--- src/rtl/pc_gen.sv ---
// pc_gen: instruction-fetch address generator.
// Produces the registered fetch address (pc) and instruction-memory enable
// (ce). The redirect priority is flush, then stall, then live branch, then
// pending branch, then sequential increment. A branch resolved during a stall
// is held in a one-entry latch, so it is not lost.
module pc_gen #(
  parameter int                    ADDR_WIDTH   = 32,
  parameter int                    INST_BYTES   = 4,
  parameter logic [ADDR_WIDTH-1:0] RESET_VECTOR = '0,
  parameter int                    STALL_WIDTH  = 6
) (
  input  logic                   clk,
  input  logic                   rst,
  input  logic [STALL_WIDTH-1:0] stall,
  input  logic                   flush_i,
  input  logic [ADDR_WIDTH-1:0]  new_pc_i,
  input  logic                   branch_flag_i,
  input  logic [ADDR_WIDTH-1:0]  branch_target_address_i,
  output logic [ADDR_WIDTH-1:0]  pc,
  output logic                   ce,
  output logic                   pc_misaligned_o,
  output logic                   branch_pending_o
);

  // Sequential step, sized to the address so that the sum wraps naturally.
  localparam logic [ADDR_WIDTH-1:0] PC_STEP = ADDR_WIDTH'(INST_BYTES);

  typedef enum logic {
    S_IDLE = 1'b0,
    S_RUN  = 1'b1
  } state_e;

  state_e                  state_q;
  state_e                  state_d;
  logic [ADDR_WIDTH-1:0]   pc_q;
  logic [ADDR_WIDTH-1:0]   pc_d;
  logic                    pending_q;
  logic                    pending_d;
  logic [ADDR_WIDTH-1:0]   pend_target_q;
  logic [ADDR_WIDTH-1:0]   pend_target_d;
  logic                    stall_pc;

  // Only the lowest stall bit concerns the PC. The upper bits belong to later
  // pipeline stages and are deliberately left unused.
  assign stall_pc = stall[0];

  generate
    if (STALL_WIDTH > 1) begin : g_stall_unused
      logic unused_stall_bits;
      assign unused_stall_bits = ^stall[STALL_WIDTH-1:1];
    end
  endgenerate

  // State register: reset forces IDLE immediately, without waiting for a clock.
  always_ff @(posedge clk or posedge rst) begin
    if (rst) begin
      state_q <= S_IDLE;
    end else begin
      state_q <= state_d;
    end
  end

  // Next-state logic: leave IDLE on the first edge with reset low. RUN exits only through reset.
  always_comb begin
    state_d = state_q;
    case (state_q)
      S_IDLE:  state_d = S_RUN;
      S_RUN:   state_d = S_RUN;
      default: state_d = S_IDLE;
    endcase
  end

  // Output logic: ce comes straight from the state register, so it is registered.
  always_comb begin
    ce = 1'b0;
    case (state_q)
      S_IDLE:  ce = 1'b0;
      S_RUN:   ce = 1'b1;
      default: ce = 1'b0;
    endcase
  end

  // Next-PC selection and pending-latch update, in redirect priority order.
  always_comb begin
    pc_d          = pc_q;
    pending_d     = pending_q;
    pend_target_d = pend_target_q;
    if (state_q == S_IDLE) begin
      // While idle, hold the reset vector and ignore all redirect requests.
      pc_d          = RESET_VECTOR;
      pending_d     = 1'b0;
      pend_target_d = pend_target_q;
    end else if (flush_i) begin
      // An exception or eret overrides everything, including a stall.
      pc_d      = new_pc_i;
      pending_d = 1'b0;
    end else if (stall_pc) begin
      // Hold the fetch. Remember the most recent branch seen during the stall.
      pc_d = pc_q;
      if (branch_flag_i) begin
        pend_target_d = branch_target_address_i;
        pending_d     = 1'b1;
      end
    end else if (branch_flag_i) begin
      // A live branch is newer than anything latched, so it wins.
      pc_d      = branch_target_address_i;
      pending_d = 1'b0;
    end else if (pending_q) begin
      // The stall has ended. Take the branch that arrived while stalled.
      pc_d      = pend_target_q;
      pending_d = 1'b0;
    end else begin
      pc_d = pc_q + PC_STEP;
    end
  end

  // PC and pending-latch registers.
  always_ff @(posedge clk or posedge rst) begin
    if (rst) begin
      pc_q          <= RESET_VECTOR;
      pending_q     <= 1'b0;
      pend_target_q <= '0;
    end else begin
      pc_q          <= pc_d;
      pending_q     <= pending_d;
      pend_target_q <= pend_target_d;
    end
  end

  assign pc               = pc_q;
  assign branch_pending_o = pending_q;

  // The misalignment flag is derived from the next PC and registered with it,
  // so it always describes the address currently being fetched.
  generate
    if (INST_BYTES > 1) begin : g_align
      localparam int LSB_W = $clog2(INST_BYTES);
      logic misaligned_d;
      logic misaligned_q;

      assign misaligned_d = (state_d == S_RUN) && (pc_d[LSB_W-1:0] != '0);

      // Misalignment flag register, cleared by reset together with ce.
      always_ff @(posedge clk or posedge rst) begin
        if (rst) begin
          misaligned_q <= 1'b0;
        end else begin
          misaligned_q <= misaligned_d;
        end
      end

      assign pc_misaligned_o = misaligned_q;
    end else begin : g_no_align
      // With byte-sized instructions, every address is aligned.
      assign pc_misaligned_o = 1'b0;
    end
  endgenerate

endmodule

--- config.mk ---
export PLATFORM = sky130hd
export DESIGN_NAME = pc_gen
export DESIGN_NICKNAME = d
export VERILOG_FILES = /design/src/rtl/pc_gen.sv
export SDC_FILE = /design/constraint.sdc
export NUM_CORES = 1
export LEC_CHECK = 0
export ABC_CLOCK_PERIOD_IN_PS = 4100
export BUFFER_PORTS_ARGS = -buffer_cell sky130_fd_sc_hd__buf_4
export CAP_MARGIN = 20
export CORE_UTILIZATION = 58
export DETAILED_ROUTE_END_ITERATION = 10
export HOLD_SLACK_MARGIN = 0.06
export PLACE_DENSITY = 0.86
export SLEW_MARGIN = 20
export SYNTH_ARGS = -nofsm -noshare
export SYNTH_HDL_FRONTEND = slang
export SYNTH_SLANG_ARGS = --single-unit
--- constraint.sdc ---
create_clock -name clk -period 4.1 [get_ports clk]
set_input_delay 0.205 -clock clk [delete_from_list [all_inputs] [get_ports clk]]
set_output_delay 0.205 -clock clk [all_outputs]
set_load 0.02 [all_outputs]
* Word-level counts from Yosys, hierarchy flattened
Cells that the tools add are included.
** Word-level totals
- Register bits :: 67
- Logic and storage cells :: 23
** Cells by class
- Bitwise gates (word level) :: 2
- Equal/unequal tests :: 2
- Multiplexer cells :: 10
- Reductions and logical operators :: 2
- Add/sub/neg operators :: 1
** Operators by type and width (number)
- 2-to-1 mux 32 bit :: 5
- adder 32 x 3 -> 32 bit (second input constant) :: 1
- 2-to-1 mux 1 bit :: 4
- != test 4 bit (second input constant) :: 1
- AND reduction 4 bit :: 1
- != test 3 bit (second input constant) :: 1
- NOT 1 bit :: 2
- case mux 1 bit (2 select lines) :: 1
- nonzero test 2 bit :: 1

* Logic depth before layout (Yosys ltp)
- Depth after elaboration :: 7
- Depth in mapped cells :: 8
- Gate-level depth less buffers :: 6

* Least setup slack after synthesis
No wires, ideal clock.
- Path kind :: register to register
- From :: register pc_q[4] (netlist: pc[4])
- To :: register pc_q[23] (netlist: pc[23])
- Stages on the path, launching flop included :: 7
- Data arrival time :: 1978 ps
- Required time :: 4034 ps
- Path slack :: 2055 ps
- Path buffers :: 1
- Library setup time :: 66 ps
- Cell sequence :: dfrtp_1 nand3_2 or4_4 buf_6 or3_2 nand3_1 a22o_1
** On the way
- Cells in the longest elaborated chain, start to end :: 6
** Ends and longest elaborated chain
- start, declared :: line 35 : logic [ADDR_WIDTH-1:0] pc_q;
- start signal, assigned :: line 124 : pc_q <= pc_d;
- adder 32 x 3 -> 32 bit :: line 113 : pc_d = pc_q + PC_STEP;
- 2-to-1 mux 32 bit :: line 108 : end else if (pending_q) begin
- 2-to-1 mux 32 bit :: line 104 : end else if (branch_flag_i) begin
- 2-to-1 mux 32 bit :: line 97 : end else if (stall_pc) begin
- 2-to-1 mux 32 bit :: line 93 : end else if (flush_i) begin
- 2-to-1 mux 32 bit :: line 88 : if (state_q == S_IDLE) begin
Every way passes these cells. The select of a mux whose other input is x is not followed.
A chain may end at the register's enable or synchronous reset.

* Worst setup path in the final report
- From :: register pending_q (netlist: branch_pending_o)
- To :: register pc_q[27] (netlist: pc[27])
** On the way
- Cells in the longest elaborated chain, start to end :: 5
** Ends and longest elaborated chain
- start, declared :: line 37 : logic pending_q;
- start signal, assigned :: line 125 : pending_q <= pending_d;
- 2-to-1 mux 32 bit :: line 108
- 2-to-1 mux 32 bit :: line 104
- 2-to-1 mux 32 bit :: line 97
- 2-to-1 mux 32 bit :: line 93
- 2-to-1 mux 32 bit :: line 88
Every way passes these cells. The select of a mux whose other input is x is not followed.

==> summary.txt <==
Run status
  • Run status: complete, no violations

CTS
  • Number of hold buffers added after CTS: 1
  • Post-cts gate resize count: 0
  • Clk sink count: 67
  • CTS clk-pin slew, worst paths: 80 ps
  • Total setup buffers inserted after CTS: 0
  • Number of buffers created by CTS: 9
  • CTS H-tree depth: 3
  • Buffer cell driving the clock tree root: sky130_fd_sc_hd__clkbuf_8
  • CTS tree: done
  • Maximum number of buffers from clock root to sink: 2
  • Clock Latency Late Sink: 350 ps

Worst setup path
  • Cell breakdown of the critical path: inv_1, o311ai_0, o21ai_0, a22oi_1, o21ai_0
  • Worst reg2reg path endpoint: pc[27]$_DFFE_PP0N_
  • CP Data Required Time: 4340 ps
  • Worst setup path class: reg2reg
  • Crit path launch: branch_pending_o$_DFFE_PP0P_
  • Critical path depth: 5
  • Cell with the biggest individual delay on the critical path: sky130_fd_sc_hd__o311ai_0
  • Family with the most delay on the worst path: compound AO/OA/AOI/OAI gates
  • Critical Path End: pc[27]$_DFFE_PP0N_
  • Internal reg-to-reg setup slack: 1350 ps
  • Critical Path End Type: flop
  • Arrival time of the worst setup path: 2990 ps
  • Startpoint types: flop
  • Cell occurring most often along the worst timing path: sky130_fd_sc_hd__o21ai_0
  • Maximum fanout count along the critical path: 21
  • CP max stage delay: 850 ps
  • Combined buffer and inverter count along the critical path: 1
  • Origin of the critical flop-to-flop path: branch_pending_o$_DFFE_PP0P_
  • Number of cells on the worst reg-to-reg path: 5

STA
  • Sum of negative setup slack: 0 ps
  • Pins Over Slew Limit: 0
  • Fin Hold WS: 84.2 ps
  • Rel. slew slack: 35.8%
  • Maximum clock skew at final layout: 5.86 ps
  • Slew at the pin closest to its max-slew limit: 960 ps
  • Setup violators final: 0
  • Crit share post-route: 67.1%
  • Max Clock Freq: 363 MHz
  • RSZ-0062 raised after global routing: false
  • Final worst setup slack: 1350 ps
  • Time the worst path needs with I/O delays and setup: 2750 ps
  • Total count of hold-check failures in the final report: 0

Floorplan
  • Count of boundary I/O pins: 109
  • Starting Density: 60.9%
  • DIE WIDTH: 86.9 um
  • Rows: 30
  • Core Footprint: 6870 um^2
  • Overall die area: 7560 um^2
  • Die height: 86.9 um

Route
  • Final WL: 12800 um
  • DR vias/cell: 6.64
  • Total vias in the final route: 4279
  • Initial DRC count: 469
  • Pre-Repair DR Iteration Count: 6
  • Post-route DRC: 0
  • Post-detailed-route count of antenna-violating nets: 0
  • Average routed wire per standard cell: 19.9 um

Final layout
  • Number of nets in the finished design: 618
  • Synth-to-Final Area Change: 22.7%
  • Diodes inserted: 0
  • Utilization of the core after routing: 74.8%
  • Fraction of final layout cells sized beyond drive strength 1: 31.0%

Yosys
  • Largest family of logic cells by synthesized area: compound AO/OA/AOI/OAI gates
  • Post-synthesis compound-gate area fraction: 21.3%
  • Total number of yosys warnings: 0
  • Avg Synthesized Cell Area: 9.10 um^2
  • Fraction of synthesized cell area in xor and xnor cells: 1.05%
  • Gate count of the mapped netlist: 460
  • Most used DFF post-synth: sky130_fd_sc_hd__dfrtp_1
  • Proportion of synthesized flip-flops having asynchronous set or reset: 100%
  • Fraction of the yosys area taken by sequential cells: 40.1%
  • Number of enable-type register cells in the synthesized netlist: 0
  • Fraction of post-synthesis cell area in the top cell type by area: 40.1%
  • Top area cells in the synthesized netlist: sky130_fd_sc_hd__dfrtp_1, sky130_fd_sc_hd__mux2_2, sky130_fd_sc_hd__o21ai_0, sky130_fd_sc_hd__nand2_1, sky130_fd_sc_hd__a21oi_1
  • Library cell occupying the most area in the post-synthesis netlist: sky130_fd_sc_hd__dfrtp_1
  • Count of unique library cells instantiated by Yosys: 63
  • Multiplexer area fraction after synthesis: 10.8%
  • Synth cell count leaders: sky130_fd_sc_hd__dfrtp_1, sky130_fd_sc_hd__nand2_1, sky130_fd_sc_hd__o21ai_0
  • Synthesized area: 4190 um^2
  • Cell with the most instances after synthesis: sky130_fd_sc_hd__dfrtp_1
  • Net count after synthesis: 535
  • Area share of fa/ha/maj cells after synthesis: 0.299%
  • #FFs+latches synth: 67
  • Share of synthesized cell area in and, or, nand and nor gates: 21.0%

Power and ir drop
  • Combinational cell fraction of total power: 20.7%
  • Share of total power consumed by net switching: 30.0%
  • Power Density: 356 nW/um^2
  • Proportion of power drawn by the clock network: 33.6%
  • Lkg Pwr: 2.27 nW
  • Maximum vdd drop: 0.278 mV
  • P_sw: 0.547 mW
  • Power share of the sequential group: 45.7%
  • Internal power component: 1.28 mW

Place
  • Sum of net half-perimeters after detailed placement: 8460 um
  • Worst Setup Slack post-DPL: 1490 ps
  • I/O Buffers: 103
  • Weighted congestion at the end of routability-driven global placement: 0.876

Global route
  • GRT Resource Usage Total: 35.0%
  • Vias in the first global route: 3920
  • Largest net degree at the start of global routing: 45
  • Number of antenna violations at the first check in global routing: 0
  • GR Overflow Total: 0
  • First-pass GRT wire length: 19800 um

Min path
  • Hold crit path type: in2reg
  • Hold Path Depth: 3

Job
  • Count of maximum capacitance violations: 0
-- routing by layer --
layer	vias to the layer above	share of wire, %	GRT usage (%)
li1	1887	-	-
met1	2053	40	49.3
met2	299	46	53.6
met3	40	11	5.78
met4	0	2.6	15.0
met5	-	0	0
-- worst min-delay path, delay by kind of cell --
family	cells	cell delay, ps
compound gates	1	70
buf+inv	1	80
simple gates	1	50
-- how the worst min path moves through the flow --
stage / startpoint / endpoint / slack (ps)
floorplan: new_pc_i[22] / pc[22]$_DFFE_PP0N_ / 320
global placement: rst / pc[0]$_DFF_PP0_ / 340
detailed placement: rst / pc_misaligned_o$_DFF_PP0_ / 350
CTS: new_pc_i[5] / pc[5]$_DFFE_PP0N_ / 80
global route: new_pc_i[5] / pc[5]$_DFFE_PP0N_ / 80
finish: new_pc_i[22] / pc[22]$_DFFE_PP0N_ / 80
-- layout by cell type (no fill, tap or decap), drive strengths merged, types with 3 or more instances in the layout --
cell      n
nor2     24
o211ai    8
clkbuf    9
inv       9
nand2    53
a211oi   10
a21oi    23
a22o      3
nand4    11
o31ai     6
a22oi     7
a221o     3
nor4      5
mux2     32
nor3b     3
clkinv    5
and4      7
o311a     3
nand3    15
and2      4
nor2b     4
o21a      5
mux2i     9
o22ai     3
or4       3
nor3     18
o21ai    41
nand2b    6
a31oi     3
xnor2     3
and3      8
buf     106
o311ai    4
dfrtp    67
-- cells by family after synthesis --
family,count (synthesis)
mux,41
compound gates,134
other cells,1
simple gates,167
flops,67
buf+inv,44
fa+ha+maj,1
xor+xnor,5
-- final cells by class --
type                            instances  area (um^2)
Sequential cell                        67         1680
Multi-Input combinational cell        349         2280
Inverter                                9         33.8
Clock buffer                            9          124
Clock inverter                          7         92.6
Fill cell                             483         1730
Timing Repair Buffer                  107          806
Tap cell                               96          120
-- state kept, by name (all words and copies together), names as in the netlist --
register          cells
branch_pending_o      1
pc                   32
pc_misaligned_o       1
pend_target_q        32
state_q               1
-- power groups by stage --
stage | registers, mW | clock network, mW | logic [mW]
global placement | 0.835 | 0 | 0.359
CTS | 0.830 | 0.612 | 0.375
detailed placement | 0.841 | 0 | 0.371
floorplan | 0.854 | 0 | 0.203
finish | 0.834 | 0.614 | 0.378
global route | 0.845 | 0.642 | 0.409
-- stage by stage --
stage / instance area, um^2 / std cells / total power, mW
2_1_floorplan: 4190 / 460 / 1.06
3_3_place_gp: 4910 / 627 / 1.19
3_5_place_dp: 4910 / 627 / 1.21
4_1_cts: 5130 / 644 / 1.82
5_1_grt: 5130 / 644 / 1.90
6_report: 5130 / 644 / 1.83
Power figures use the tool's default switching activity.
